<file path="config.mk">
export PLATFORM = sky130hd
export DESIGN_NAME = stopwatch_core_flat
export DESIGN_NICKNAME = d
export VERILOG_FILES = /design/src/rtl/stopwatch_pkg.sv /design/src/rtl/stopwatch_core_if.sv /design/src/rtl/sw_tick_gen.sv /design/src/rtl/stopwatch_core.sv /design/src/flat_wrapper.sv
export SDC_FILE = /design/constraint.sdc
export NUM_CORES = 1
export LEC_CHECK = 0
export CAP_MARGIN = 20
export CELL_PAD_IN_SITES_DETAIL_PLACEMENT = 0
export CELL_PAD_IN_SITES_GLOBAL_PLACEMENT = 1
export CORE_MARGIN = 1
export CORE_UTILIZATION = 40
export DETAILED_ROUTE_END_ITERATION = 7
export PLACE_DENSITY_LB_ADDON = 0.1
export SETUP_SLACK_MARGIN = 0.2
export SLEW_MARGIN = 20
export SYNTH_ARGS = -nofsm -noshare
export SYNTH_HDL_FRONTEND = slang
export SYNTH_SLANG_ARGS = --single-unit
</file>
<file path="constraint.sdc">
create_clock -name clk -period 4.2 [get_ports clk]
set_clock_uncertainty 0.05 [all_clocks]
set_input_delay 0.63 -clock clk [delete_from_list [all_inputs] [get_ports clk]]
set_output_delay 0.63 -clock clk [all_outputs]
set_load 0.02 [all_outputs]
</file>
<file path="src/rtl/stopwatch_pkg.sv">
// Shared encodings and BCD step helpers for the stopwatch timing engine.
// The state encoding is also consumed by the 7-segment display block.
package stopwatch_pkg;

   typedef enum logic [1:0] {
      UP_WAIT   = 2'b00,
      UP_RUN    = 2'b01,
      DOWN_WAIT = 2'b10,
      DOWN_RUN  = 2'b11
   } sw_state_e;

   localparam logic [2:0] SW_NONE     = 3'd0;
   localparam logic [2:0] SW_START    = 3'd1;
   localparam logic [2:0] SW_CLEAR    = 3'd2;
   localparam logic [2:0] SW_LAP      = 3'd3;
   localparam logic [2:0] SW_LAP_ALT  = 3'd4;
   localparam logic [2:0] SW_MODE     = 3'd5;
   localparam logic [2:0] SW_PRESET_M = 3'd6;
   localparam logic [2:0] SW_PRESET_S = 3'd7;

   localparam logic [3:0] BCD_MAX      = 4'd9;
   localparam logic [3:0] SEC_TENS_MAX = 4'd5;

   typedef struct packed {
      logic [3:0] m2;
      logic [3:0] m1;
      logic [2:0] s2;
      logic [3:0] s1;
   } sw_time_t;

   localparam sw_time_t TIME_ZERO = '0;
   localparam sw_time_t TIME_MAX  = '{m2: 4'd9, m1: 4'd9, s2: 3'd5, s1: 4'd9};

   // Out-of-range digits (SEU only) collapse to 0 and never generate a carry/borrow.
   function automatic logic [3:0] digit_inc(input logic [3:0] d, input logic [3:0] lim,
                                            input logic en);
      if (d > lim)        return 4'd0;
      else if (!en)       return d;
      else if (d == lim)  return 4'd0;
      else                return d + 4'd1;
   endfunction

   function automatic logic [3:0] digit_dec(input logic [3:0] d, input logic [3:0] lim,
                                            input logic en);
      if (d > lim)        return 4'd0;
      else if (!en)       return d;
      else if (d == 4'd0) return lim;
      else                return d - 4'd1;
   endfunction

   function automatic sw_time_t time_inc(input sw_time_t t);
      logic c1, c2, c3;
      c1 = (t.s1 == BCD_MAX);
      c2 = c1 && (t.s2 == 3'(SEC_TENS_MAX));
      c3 = c2 && (t.m1 == BCD_MAX);
      return '{m2: digit_inc(t.m2, BCD_MAX, c3),
               m1: digit_inc(t.m1, BCD_MAX, c2),
               s2: 3'(digit_inc({1'b0, t.s2}, SEC_TENS_MAX, c1)),
               s1: digit_inc(t.s1, BCD_MAX, 1'b1)};
   endfunction

   function automatic sw_time_t time_dec(input sw_time_t t);
      logic b1, b2, b3;
      b1 = (t.s1 == 4'd0);
      b2 = b1 && (t.s2 == 3'd0);
      b3 = b2 && (t.m1 == 4'd0);
      return '{m2: digit_dec(t.m2, BCD_MAX, b3),
               m1: digit_dec(t.m1, BCD_MAX, b2),
               s2: 3'(digit_dec({1'b0, t.s2}, SEC_TENS_MAX, b1)),
               s1: digit_dec(t.s1, BCD_MAX, 1'b1)};
   endfunction

   function automatic sw_time_t preset_min(input sw_time_t t);
      return '{m2: digit_inc(t.m2, BCD_MAX, t.m1 == BCD_MAX),
               m1: digit_inc(t.m1, BCD_MAX, 1'b1),
               s2: t.s2,
               s1: t.s1};
   endfunction

   function automatic sw_time_t preset_sec(input sw_time_t t);
      return '{m2: t.m2,
               m1: t.m1,
               s2: 3'(digit_inc({1'b0, t.s2}, SEC_TENS_MAX, 1'b1)),
               s1: t.s1};
   endfunction

endpackage

</file>
<file path="src/rtl/stopwatch_core_if.sv">
// Button-code input and display-facing state/digit outputs of the stopwatch core.
// switch_in carries one code for one cycle per press; the outputs are always valid.
interface stopwatch_core_if;
   import stopwatch_pkg::*;

   logic [2:0] switch_in;
   sw_state_e  current_state;
   logic [3:0] min_cnt2;
   logic [3:0] min_cnt1;
   logic [2:0] sec_cnt2;
   logic [3:0] sec_cnt1;
   logic       done;

   modport master (output switch_in,
                   input  current_state, min_cnt2, min_cnt1, sec_cnt2, sec_cnt1, done);
   modport slave  (input  switch_in,
                   output current_state, min_cnt2, min_cnt1, sec_cnt2, sec_cnt1, done);
endinterface

</file>
<file path="src/rtl/sw_tick_gen.sv">
// 1 Hz step prescaler: counts 0..TICK_DIV-1 while enabled, tick on the last count.
// clear restarts the period so the first step lands exactly TICK_DIV cycles later.
module sw_tick_gen #(
   parameter int unsigned TICK_DIV = 100_000_000
) (
   input  logic clk,
   input  logic reset_n,
   input  logic enable,
   input  logic clear,
   output logic tick
);
   localparam int unsigned CW = $clog2(TICK_DIV);
   localparam logic [CW-1:0] LAST = CW'(TICK_DIV - 1);

   logic [CW-1:0] cnt_q;

   assign tick = enable && (cnt_q == LAST);

   always_ff @(posedge clk or negedge reset_n) begin
      if (!reset_n)     cnt_q <= '0;
      else if (clear)   cnt_q <= '0;
      else if (enable)  cnt_q <= tick ? '0 : cnt_q + CW'(1);
   end
endmodule

</file>
<file path="src/rtl/stopwatch_core.sv">
// Stopwatch/timer engine: mode/run FSM plus MM:SS BCD counters stepped by sw_tick_gen.
// Buttons take priority over a coincident tick; all outputs are registered.
module stopwatch_core
   import stopwatch_pkg::*;
#(
   parameter int unsigned TICK_DIV = 100_000_000
) (
   input logic             clk,
   input logic             reset_n,
   stopwatch_core_if.slave sw_if
);
   sw_state_e  state_q;
   sw_time_t   time_q;
   logic       done_q;
   sw_time_t   up_d, dn_d, pre_m_d, pre_s_d;
   logic [2:0] code;
   logic       tick, run_en, tick_clr;

   assign code     = sw_if.switch_in;
   assign run_en   = (state_q == UP_RUN) || (state_q == DOWN_RUN);
   // Every run-state entry comes from a start press, so start/clear restart the prescaler.
   assign tick_clr = (code == SW_START) || (code == SW_CLEAR);

   assign up_d    = time_inc(time_q);
   assign dn_d    = time_dec(time_q);
   assign pre_m_d = preset_min(time_q);
   assign pre_s_d = preset_sec(time_q);

   sw_tick_gen #(.TICK_DIV(TICK_DIV)) u_tick_gen (
      .clk     (clk),
      .reset_n (reset_n),
      .enable  (run_en),
      .clear   (tick_clr),
      .tick    (tick)
   );

   always_ff @(posedge clk or negedge reset_n) begin
      if (!reset_n) begin
         state_q <= UP_WAIT;
         time_q  <= TIME_ZERO;
         done_q  <= 1'b0;
      end else begin
         done_q <= 1'b0;
         case (state_q)
            UP_WAIT: begin
               if (code == SW_START) state_q <= UP_RUN;
               else if (code == SW_MODE) begin
                  state_q <= DOWN_WAIT;
                  time_q  <= TIME_ZERO;
               end else if (code == SW_CLEAR) time_q <= TIME_ZERO;
            end
            UP_RUN: begin
               if (code == SW_START) state_q <= UP_WAIT;
               else if (code == SW_CLEAR) begin
                  state_q <= UP_WAIT;
                  time_q  <= TIME_ZERO;
               end else if (tick) begin
                  if (time_q == TIME_MAX) begin
                     state_q <= UP_WAIT;
                     done_q  <= 1'b1;
                  end else time_q <= up_d;
               end
            end
            DOWN_WAIT: begin
               if (code == SW_START) begin
                  if (time_q != TIME_ZERO) state_q <= DOWN_RUN;
               end else if (code == SW_MODE) begin
                  state_q <= UP_WAIT;
                  time_q  <= TIME_ZERO;
               end else if (code == SW_CLEAR)    time_q <= TIME_ZERO;
               else if (code == SW_PRESET_M)     time_q <= pre_m_d;
               else if (code == SW_PRESET_S)     time_q <= pre_s_d;
            end
            DOWN_RUN: begin
               if (code == SW_START) state_q <= DOWN_WAIT;
               else if (code == SW_CLEAR) begin
                  state_q <= DOWN_WAIT;
                  time_q  <= TIME_ZERO;
               end else if (tick) begin
                  if (time_q == TIME_ZERO) state_q <= DOWN_WAIT;
                  else begin
                     time_q <= dn_d;
                     if (dn_d == TIME_ZERO) begin
                        state_q <= DOWN_WAIT;
                        done_q  <= 1'b1;
                     end
                  end
               end
            end
            default: state_q <= UP_WAIT;
         endcase
      end
   end

   assign sw_if.current_state = state_q;
   assign sw_if.min_cnt2      = time_q.m2;
   assign sw_if.min_cnt1      = time_q.m1;
   assign sw_if.sec_cnt2      = time_q.s2;
   assign sw_if.sec_cnt1      = time_q.s1;
   assign sw_if.done          = done_q;
endmodule

</file>
<file path="src/flat_wrapper.sv">
// flat-port wrapper written by rule: the top's interface ports become plain ports
module stopwatch_core_flat import stopwatch_pkg::*;
#(
   parameter int unsigned TICK_DIV = 100_000_000
)
  (clk, reset_n, sw_if_switch_in, sw_if_current_state, sw_if_min_cnt2, sw_if_min_cnt1, sw_if_sec_cnt2, sw_if_sec_cnt1, sw_if_done);
  stopwatch_core_if sw_if_i ();
  input logic clk;
  input logic reset_n;
  input wire logic [$bits(sw_if_i.switch_in)-1:0] sw_if_switch_in;
  output wire logic [$bits(sw_if_i.current_state)-1:0] sw_if_current_state;
  output wire logic [$bits(sw_if_i.min_cnt2)-1:0] sw_if_min_cnt2;
  output wire logic [$bits(sw_if_i.min_cnt1)-1:0] sw_if_min_cnt1;
  output wire logic [$bits(sw_if_i.sec_cnt2)-1:0] sw_if_sec_cnt2;
  output wire logic [$bits(sw_if_i.sec_cnt1)-1:0] sw_if_sec_cnt1;
  output wire logic [$bits(sw_if_i.done)-1:0] sw_if_done;
  assign sw_if_i.switch_in = sw_if_switch_in;
  assign sw_if_current_state = sw_if_i.current_state;
  assign sw_if_min_cnt2 = sw_if_i.min_cnt2;
  assign sw_if_min_cnt1 = sw_if_i.min_cnt1;
  assign sw_if_sec_cnt2 = sw_if_i.sec_cnt2;
  assign sw_if_sec_cnt1 = sw_if_i.sec_cnt1;
  assign sw_if_done = sw_if_i.done;
  stopwatch_core #(.TICK_DIV(TICK_DIV)) u_core (.clk(clk), .reset_n(reset_n), .sw_if(sw_if_i));
endmodule
</file>
# After elaboration in Yosys (flattened, before gate mapping)
# Index checks and enable logic that the tools add are counted.
# word_totals
reg_bits	45
inputBits	5
word_cells	150
# classes
reduce_logical	21
n_addsub	9
eq_ne	38
n_mux	71
order_cmp	4
# ops
op	n
2-to-1 mux 15 bit	15
2-to-1 mux 27 bit	3
2-to-1 mux 4 bit	19
case mux 15 bit (4 select lines)	1
zero test 15 bit	2
2-to-1 mux 2 bit	14
adder 27 x 1 -> 27 bit, second input constant	1
== test 27 bit, second input constant	1
inequality test 4 bit, second input constant	6
AND reduction 12 bit	2
2-to-1 mux 3 bit	7
== test 15 bit, second input constant	1
inequality test 3 bit, second input constant	5
nonzero test 15 bit	1
adder 4 x 1 -> 4 bit, second input constant	3
== test 3 bit, second input constant	4
== test 4 bit, second input constant	3
> comparator 4 bit, second input constant	3
zero test 4 bit	3
inequality test 3 x 1 -> 1 bit, second input constant	4
subtractor 4 x 1 -> 4 bit, second input constant	3
AND reduction 11 bit	1
AND reduction 10 bit	1
2-to-1 mux 1 bit	9
21 further kinds	31

# Logic depth before layout (Yosys ltp)
# Gate-level depths: netlist of the first run.
# depth
depth_word	12
ltp_mapped	9
mapped_depth_nobuf	7

# Hierarchy
# From an unflattened synthesis of the first run, not the netlist that was laid out.
# unflattened
cells_unflattened	421
area_unflattened_um2	3439.5
# modules_own_cells
module	instances	cells_each	area_each_um2	seq_area_each_um2
stopwatch_core	1	249	1890.6	450.4
sw_tick_gen	1	172	1549.0	675.6

# Worst setup path before layout of the first run
# Ideal clock, no wire load.
# synth_timing
kind	reg-to-reg
from	register u_core.time_q (netlist bit u_core.sw_if.sec_cnt1[1])
to	register u_core.state_q[0] (netlist: u_core.sw_if.current_state[0])
arrival_ps	2245
t_required_ps	4011
n_path_buf	1
synth_period_minus_slack_ps	2433
setup_ps	139
path_stages_with_launch	8
setup_slack_ps	1767
path_cell_list	dfrtp_1 buf_2 nor4_2 nand3_1 mux2i_1 a211oi_1 nor3_1 or4_1
# synth_via
elab_chain_cells	8
elab_cells_between_ends	26
classes_between	add/sub: 1; order compare: 1; eq/ne: 4; mux: 13; reduce/logical: 7
# synth_lines
item	line_no	rtl
start, declared	stopwatch_core.sv:13	sw_time_t time_q;
start signal, assigned	stopwatch_core.sv:61	end else time_q <= up_d;
start signal, assigned	stopwatch_core.sv:71	else if (code == SW_PRESET_M) time_q <= pre_m_d;
start signal, assigned	stopwatch_core.sv:72	else if (code == SW_PRESET_S) time_q <= pre_s_d;
parallel branches: the longest is 8 deep, another holds subtractor 4 x 1 -> 4 bit	n/a	
end signal, assigned	stopwatch_core.sv:80	if (time_q == TIME_ZERO) state_q <= DOWN_WAIT;
end signal, assigned	stopwatch_core.sv:84	state_q <= DOWN_WAIT;
end signal, assigned	stopwatch_core.sv:90	default: state_q <= UP_WAIT;
end, declared	stopwatch_core.sv:12	sw_state_e state_q;
# Parallel ways; which one is timed is not known. The select of a mux whose other input is x is not followed.
# A chain may end at the register's enable or synchronous reset.

# Worst setup path after layout of the first run
# layout_timing
from	input port sw_if_switch_in[0]
to	register u_core.time_q (netlist bit u_core.sw_if.min_cnt1[0])
# layout_via
elab_chain_cells	5
elab_cells_between_ends	26
classes_between	eq/ne: 15; mux: 10; reduce/logical: 1
# layout_lines
item	line_no	rtl
start, declared	flat_wrapper.sv:10	input wire logic [$bits(sw_if_i.switch_in)-1:0] sw_if_switch_in;
== test 3 x 2 -> 1 bit	n/a	
2-to-1 mux 15 bit	stopwatch_core.sv:70	end else if (code == SW_CLEAR) time_q <= TIME_ZERO;
2-to-1 mux 15 bit	stopwatch_core.sv:67	end else if (code == SW_MODE) begin
2-to-1 mux 15 bit	stopwatch_core.sv:65	if (code == SW_START) begin
case mux 15 bit (4 select lines)	stopwatch_core.sv:44	case (state_q)
# Parallel ways exist; a longest one is shown, timed or not. The select of a mux whose other input is x is not followed.

==> impl_metrics.py, run 1 <==
metrics = {
    "yosys": {
        "postSynthNetCount": 413,
        "synthArstFlopShare": 1.00,
        "synth_top_cell_area_share": 0.340,
        "ys_ff_latch": 45,
        "ys.flop_type": "dfrtp_1",
        "syn_area_sq_um": 3310,
        "synth_edf_count": 0,
        "post_synth_num_cell_types": 64,
        "syn_area_per_cell_sq_um": 8.13,
        "ys_warn_count": 0,
        "synthTopCellsByCount": "nor2_1 (48), dfrtp_1 (45), nand2_1 (27)",
        "yosysSeqAreaShare": 0.340,
        "synth_top_area_cell": "dfrtp_1",
        "yosys-top-cells-area": "dfrtp_1 (34%), nor2_1 (5.4%), nand2_1 (3.1%)",
        "synth_cells": 407,
        "yosysMostFrequentCell": "nor2_1",
    },
    "pwr": {
        "cellPowerDensity_nw_per_um2": 598,
        "switchingPower_mw": 1.01,
        "cellLeakagePower_nw": 1.43,
        "ir_drop_uv": 161,
        "pwr-share-comb": 0.497,
        "internal_power_mw": 1.19,
        "seqPwrFrac": 0.341,
        "totalPowerFinal_mw": 2.20,
        "clkPwrFrac": 0.162,
        "switching_share": 0.460,
    },
    "setup_path": {
        "crit_path_max_fanout": 16,
        "r2r-end": "u_core.sw_if.current_state[0]$_DFFE_PN0P_",
        "r2r_slack_ns": 1.48,
        "regToRegStartpoint": "u_core.sw_if.sec_cnt1[0]$_DFFE_PN0P_",
        "endpoint_kind": "flip-flop",
        "ff2ff_path_depth": 6,
        "critPathLaunchType": "primary input",
        "crit_required_ns": 4.37,
        "worstPathArrival_ns": 3.06,
        "critPathKind": "primary input to flip-flop",
    },
    "clocking": {
        "clk_latency_ns": 0.31,
        "post_cts_buffers": 0,
        "hold_buffers": 0,
        "cts.root.buffer_cell": "clkbuf_8",
        "clock-sinks": 45,
        "clkTransAtPathRegs_ns": 0.10,
        "htree_levels": 2,
        "numCtsBuffers": 5,
        "cts_resized": 0,
        "clock_path_buffers": 2,
        "cts_tree": "yes",
    },
    "floorplan": {
        "initial_core_util": 0.422,
        "coreArea_sq_um": 7850,
        "die_area_sq_um": 8640,
        "die_w_um": 93.0,
        "io_pins": 23,
        "core.rowCount": 32,
        "dieHeight_um": 93.0,
    },
    "layout": {
        "drive_gt1_frac": 0.0534,
        "final_nets": 417,
        "diodes": 0,
        "syn2layout_area_growth_pct": 11.1,
        "fillers": 815,
    },
    "timing": {
        "max_freq_mhz": 346,
        "maxSlewViolCount": 0,
        "max-slew-margin-rel": 0.365,
        "tightest_slew_ns": 0.953,
        "fin_crit_ns": 2.89,
        "tns_ns": 0,
        "post-route-period-util": 0.688,
        "rsz0062_at_grt": "false",
        "finalSetupViolations": 0,
        "hold_viol_final": 0,
    },
    "drt": {
        "via_per_inst": 5.87,
        "drc": 0,
        "dr_total_vias": 3019,
        "drt_wl_total_um": 8280,
        "post_drt_wl_per_cell_um": 16.1,
        "dr.pass1.iters": 4,
        "ant_nets": 0,
        "drt_iter0_markers": 177,
    },
    "status": {
        "status": "completed",
    },
    "place": {
        "gp_congestion": 0.801,
        "hpwl_um": 5890,
        "port_buffers": 22,
    },
    "global_routing": {
        "grt_pass1_vias": 2874,
        "grt_pass1_wl_um": 14000,
        "grt-ovfl-total": 0,
        "grt.total_usage": 0.202,
        "antenna_found_initial": 0,
        "grt_max_degree": 46,
    },
    "min_path": {
        "hold_path.class": "primary input to asynchronous set/reset pin",
    },
    "job": {
        "drv_cap": 0,
    },
}
==> state kept, by name (all words and copies together), names as in the netlist <==
name and cells:
u_core.sw_if.done 1, u_core.sw_if.sec_cnt1 4, u_core.sw_if.min_cnt2 4, u_core.sw_if.min_cnt1 4, u_core.sw_if.current_state 2, u_core.u_tick_gen.cnt_q 27, u_core.sw_if.sec_cnt2 3
==> worst max-delay path by stage <==
| stage | from | endpoint | slack, ns | depth (start not counted) |
|---|---|---|---|---|
| floorplan | u_core.sw_if.sec_cnt1[1]$_DFFE_PN0P_ | u_core.sw_if.current_state[0]$_DFFE_PN0P_ | 1.77 | 7 |
| global placement | sw_if_switch_in[0] | u_core.sw_if.min_cnt1[0]$_DFFE_PN0P_ | 1.03 | 6 |
| global route | sw_if_switch_in[0] | u_core.sw_if.min_cnt2[2]$_DFFE_PN0P_ | 1.15 | 7 |
| detailed placement | sw_if_switch_in[0] | u_core.sw_if.min_cnt1[0]$_DFFE_PN0P_ | 0.99 | 7 |
| CTS | sw_if_switch_in[0] | u_core.sw_if.min_cnt1[0]$_DFFE_PN0P_ | 1.31 | 7 |
| finish | sw_if_switch_in[0] | u_core.sw_if.min_cnt1[0]$_DFFE_PN0P_ | 1.31 | 7 |
==> cell type report <==
class,count,area [sq um],area share
clock inverters,3,47.5,0.0129
flip-flops and latches,45,1130,0.306
repair buffers,25,240,0.0653
multi-input cells,324,2030,0.552
clock buffers,5,68.8,0.0187
well taps,102,128,0.0347
inverters,10,37.5,0.0102
==> kinds of logic after synthesis <==
kind of cell / count (synthesis) / synth area share
AND/OR/NAND/NOR: 203 / 0.343
AO/OA/AOI/OAI: 89 / 0.177
flip-flops: 45 / 0.340
buffers and inverters: 38 / 0.0465
XOR/XNOR: 20 / 0.0529
multiplexers: 11 / 0.0359
adder cells (fa/ha/maj): 1 / 0.00378
==> critical path, stage by stage <==
cell and delay (ns):
clkdlybuf4s50_1 0.65, or3b_1 0.59, nand2_2 0.19, o31a_2 0.19, nand4_4 0.16, or2_1 0.33, o41ai_2 0.32
==> power by group through the flow <==
stage / clock network [mW] / registers (mW) / logic, mW
after floorplan: 0 / 0.659 / 0.854
after global placement: 0 / 0.755 / 1.09
after detailed placement: 0 / 0.754 / 1.09
after CTS: 0.364 / 0.746 / 1.09
after global routing: 0.375 / 0.780 / 1.21
final: 0.357 / 0.750 / 1.09
==> cell usage in the layout (no fill, tap or decap), types with 5 or more instances in the layout <==
cell type,instances
nand2_1,27
nor4_1,5
nor2b_1,9
nor4b_1,5
xor2_1,9
clkbuf_8,5
nor2_1,48
a211oi_1,5
o21ai_0,5
a21oi_1,17
and2_1,5
nand3_1,20
xnor2_1,11
o22ai_1,7
nand2b_1,11
inv_1,10
o31ai_1,7
o21ai_1,18
nor3_1,19
and4_1,6
clkdlybuf4s50_1,21
and3_1,6
mux2_1,5
a31oi_1,6
dfrtp_1,45
nand4_1,10
==> per-layer routing <==
layer	share of wire	GRT usage	vias up
met5	0	0	-
met3	0.027	0.0279	10
met4	0.015	0.0564	0
met1	0.44	0.253	1452
li1	-	-	1499
met2	0.52	0.359	58
==> metrics by stage <==
step                worst slack [ns]  hold slack, ns   util  cells  cell area [sq um]
floorplan                       1.77           0.284      -    407               3310
global placement                1.03           0.418  0.453    506               3560
finish                          1.31           0.261  0.469    514               3680
global route                    1.15           0.323  0.469    514               3680
CTS                             1.31           0.430  0.468    514               3670
detailed placement             0.992           0.416  0.453    506               3560
Note: power is estimated with default switching activity, not from simulation.
==> inputs of run 2 (changes only) <==
clock period = 2.6 ns   (was 4.2 ns; I/O delays follow)
==> run 2 against run 1 <==
Effect of this change:
- the flow now finishes with violations (hold timing)
- critical endpoint is now u_core.sw_if.current_state[0]$_DFFE_PN0P_
- critical path depth down 1
- cell count rose by 7.8%
- first-iteration DRC count down 16%
- utilization up 4.8 points
- via count grew 8.6%
==> impl_metrics.py, run 2 (synthesis gave the netlist of run 1 again) <==
metrics = {
    "clocking": {
        "clock-sinks": 45,
        "clk_latency_ns": 0.31,
        "clkTransAtPathRegs_ns": 0.09,
        "clock_path_buffers": 2,
        "hold_buffers": 0,
        "numCtsBuffers": 5,
        "cts_tree": "yes",
        "cts.root.buffer_cell": "clkbuf_8",
        "htree_levels": 2,
    },
    "place": {
        "hpwl_um": 6790,
        "port_buffers": 22,
        "gp_congestion": 0.829,
        "dp_slack_ns": 0.00546,
        "placed_area_sq_um": 3870,
    },
    "setup_path": {
        "endpoint_kind": "flip-flop",
        "critPathKind": "flip-flop to flip-flop",
        "critPathLaunchType": "flip-flop",
        "worstPathArrival_ns": 2.44,
        "crit_path_max_fanout": 8,
        "ff2ff_path_depth": 6,
        "crit_required_ns": 2.74,
    },
    "global_routing": {
        "antenna_found_initial": 0,
        "grt_max_degree": 30,
        "grt_pass1_wl_um": 15300,
        "grt_pass1_vias": 3094,
        "grt-ovfl-total": 0,
        "grt.total_usage": 0.223,
    },
    "layout": {
        "top_register": "u_core.u_tick_gen.cnt_q",
        "final_common_cell": "nor2_1",
        "final_nets": 457,
        "largest_reg_flops": 27,
        "fin_util": 0.516,
        "diodes": 0,
        "syn2layout_area_growth_pct": 22.4,
        "drive_gt1_frac": 0.157,
        "fin_area_sq_um": 4050,
        "layout.cells.most_common_list": "nor2_1 (48), dfrtp_1 (45), buf_4 (43), nand2_1 (27), clkdlybuf4s50_1 (21)",
    },
    "drt": {
        "post_drt_wl_per_cell_um": 16.5,
        "via_per_inst": 5.92,
        "dr_total_vias": 3280,
        "drt_wl_total_um": 9130,
        "dr.pass1.iters": 4,
        "ant_nets": 0,
        "drt_iter0_markers": 148,
        "drc": 0,
    },
    "pwr": {
        "pwr-share-comb": 0.587,
        "ir_drop_uv": 283,
        "clkPwrFrac": 0.162,
        "internal_power_mw": 2.29,
        "switching_share": 0.429,
        "switchingPower_mw": 1.72,
        "cellPowerDensity_nw_per_um2": 990,
        "cellLeakagePower_nw": 1.65,
        "seqPwrFrac": 0.251,
    },
    "status": {
        "status": "complete, but fails checks",
        "violations": "hold timing",
    },
    "timing": {
        "fin_crit_ns": 2.30,
        "max-slew-margin-rel": 0.592,
        "max_freq_mhz": 435,
        "post-route-period-util": 0.885,
        "hold_ws_ns": -0.0117,
        "maxSlewViolCount": 0,
        "fin_ws_ns": 0.300,
        "hold_viol_final": 16,
        "tns_ns": 0,
        "tightest_slew_ns": 0.610,
        "finalSetupViolations": 0,
        "rsz0062_at_grt": "false",
    },
    "floorplan": {
        "io_pins": 23,
        "initial_core_util": 0.422,
        "die_w_um": 93.0,
        "dieHeight_um": 93.0,
        "coreArea_sq_um": 7850,
        "die_area_sq_um": 8640,
        "core.rowCount": 32,
    },
    "job": {
        "drv_cap": 0,
    },
    "min_path": {
        "hold_path.class": "primary input to asynchronous set/reset pin",
    },
}
## run 2: changes by cell type in the layout (fill, tap and decap cells not counted), sizes merged
cell	change
buf	+40
inv	-1
bufinv	+1
## run 2: path summary, 6_finish.rpt
kind	to	from	slack, ns
worst max-delay path	u_core.sw_if.current_state[0]$_DFFE_PN0P_	u_core.u_tick_gen.cnt_q[0]$_DFFE_PN0P_	0.30
worst min-delay path	u_core.sw_if.min_cnt2[1]$_DFFE_PN0P_	reset_n	-0.01
worst max register to register	u_core.sw_if.current_state[0]$_DFFE_PN0P_	u_core.u_tick_gen.cnt_q[0]$_DFFE_PN0P_	0.30
worst min register to register	u_core.u_tick_gen.cnt_q[23]$_DFFE_PN0P_	u_core.u_tick_gen.cnt_q[23]$_DFFE_PN0P_	0.44
max in group asynchronous	u_core.u_tick_gen.cnt_q[1]$_DFFE_PN0P_	reset_n	1.75
min in group clk	u_core.u_tick_gen.cnt_q[23]$_DFFE_PN0P_	u_core.u_tick_gen.cnt_q[23]$_DFFE_PN0P_	0.44
## run 2: critical path: stages, from the launching register on
cell and delay (ns):
dfrtp_1 0.41, ha_1 0.23, and3_1 0.24, nand4_1 0.19
or2_1 0.29, nor2b_2 0.23, or4_1 0.54
## run 2: metal layers
layer	vias to the layer above	track usage	wire, um
met4	0	0.0628	144
met5	-	0	0
met1	1616	0.289	4060
met3	13	0.0296	237
met2	74	0.386	4680
li1	1577	-	-
## run 2: through the flow
step	power, mW	instances	hold WS [ns]
floorplan	2.47	407	0.0444
finish	4.01	554	-0.0117
global placement	3.32	546	0.332
CTS	4.01	554	0.00479
global route	4.30	554	0.0120
detailed placement	3.34	546	0.337
## run 2: repair_timing
action                                  in CTS  in global routing
resized for setup                            1                  7
pin swaps                                    0                  1
endpoints found under the setup margin       1                 24
setup buffers                                0                  0
## run 2: power by group through the flow
stage	clock, mW	combinational, mW	sequential, mW
finish	0.652	2.35	1.00
global placement	0	2.31	1.01
floorplan	0	1.40	1.07
CTS	0.668	2.34	1.00
global route	0.698	2.57	1.03
detailed placement	0	2.32	1.02
## run 2: cell type report
| type | count | area [sq um] |
|---|---|---|
| clock buffers | 5 | 68.8 |
| clock inverters | 3 | 68.8 |
| fillers | 799 | 3800 |
| inverters | 10 | 37.5 |
| multi-input cells | 324 | 2080 |
| flip-flops and latches | 45 | 1130 |
| well taps | 102 | 128 |
| repair buffers | 65 | 538 |
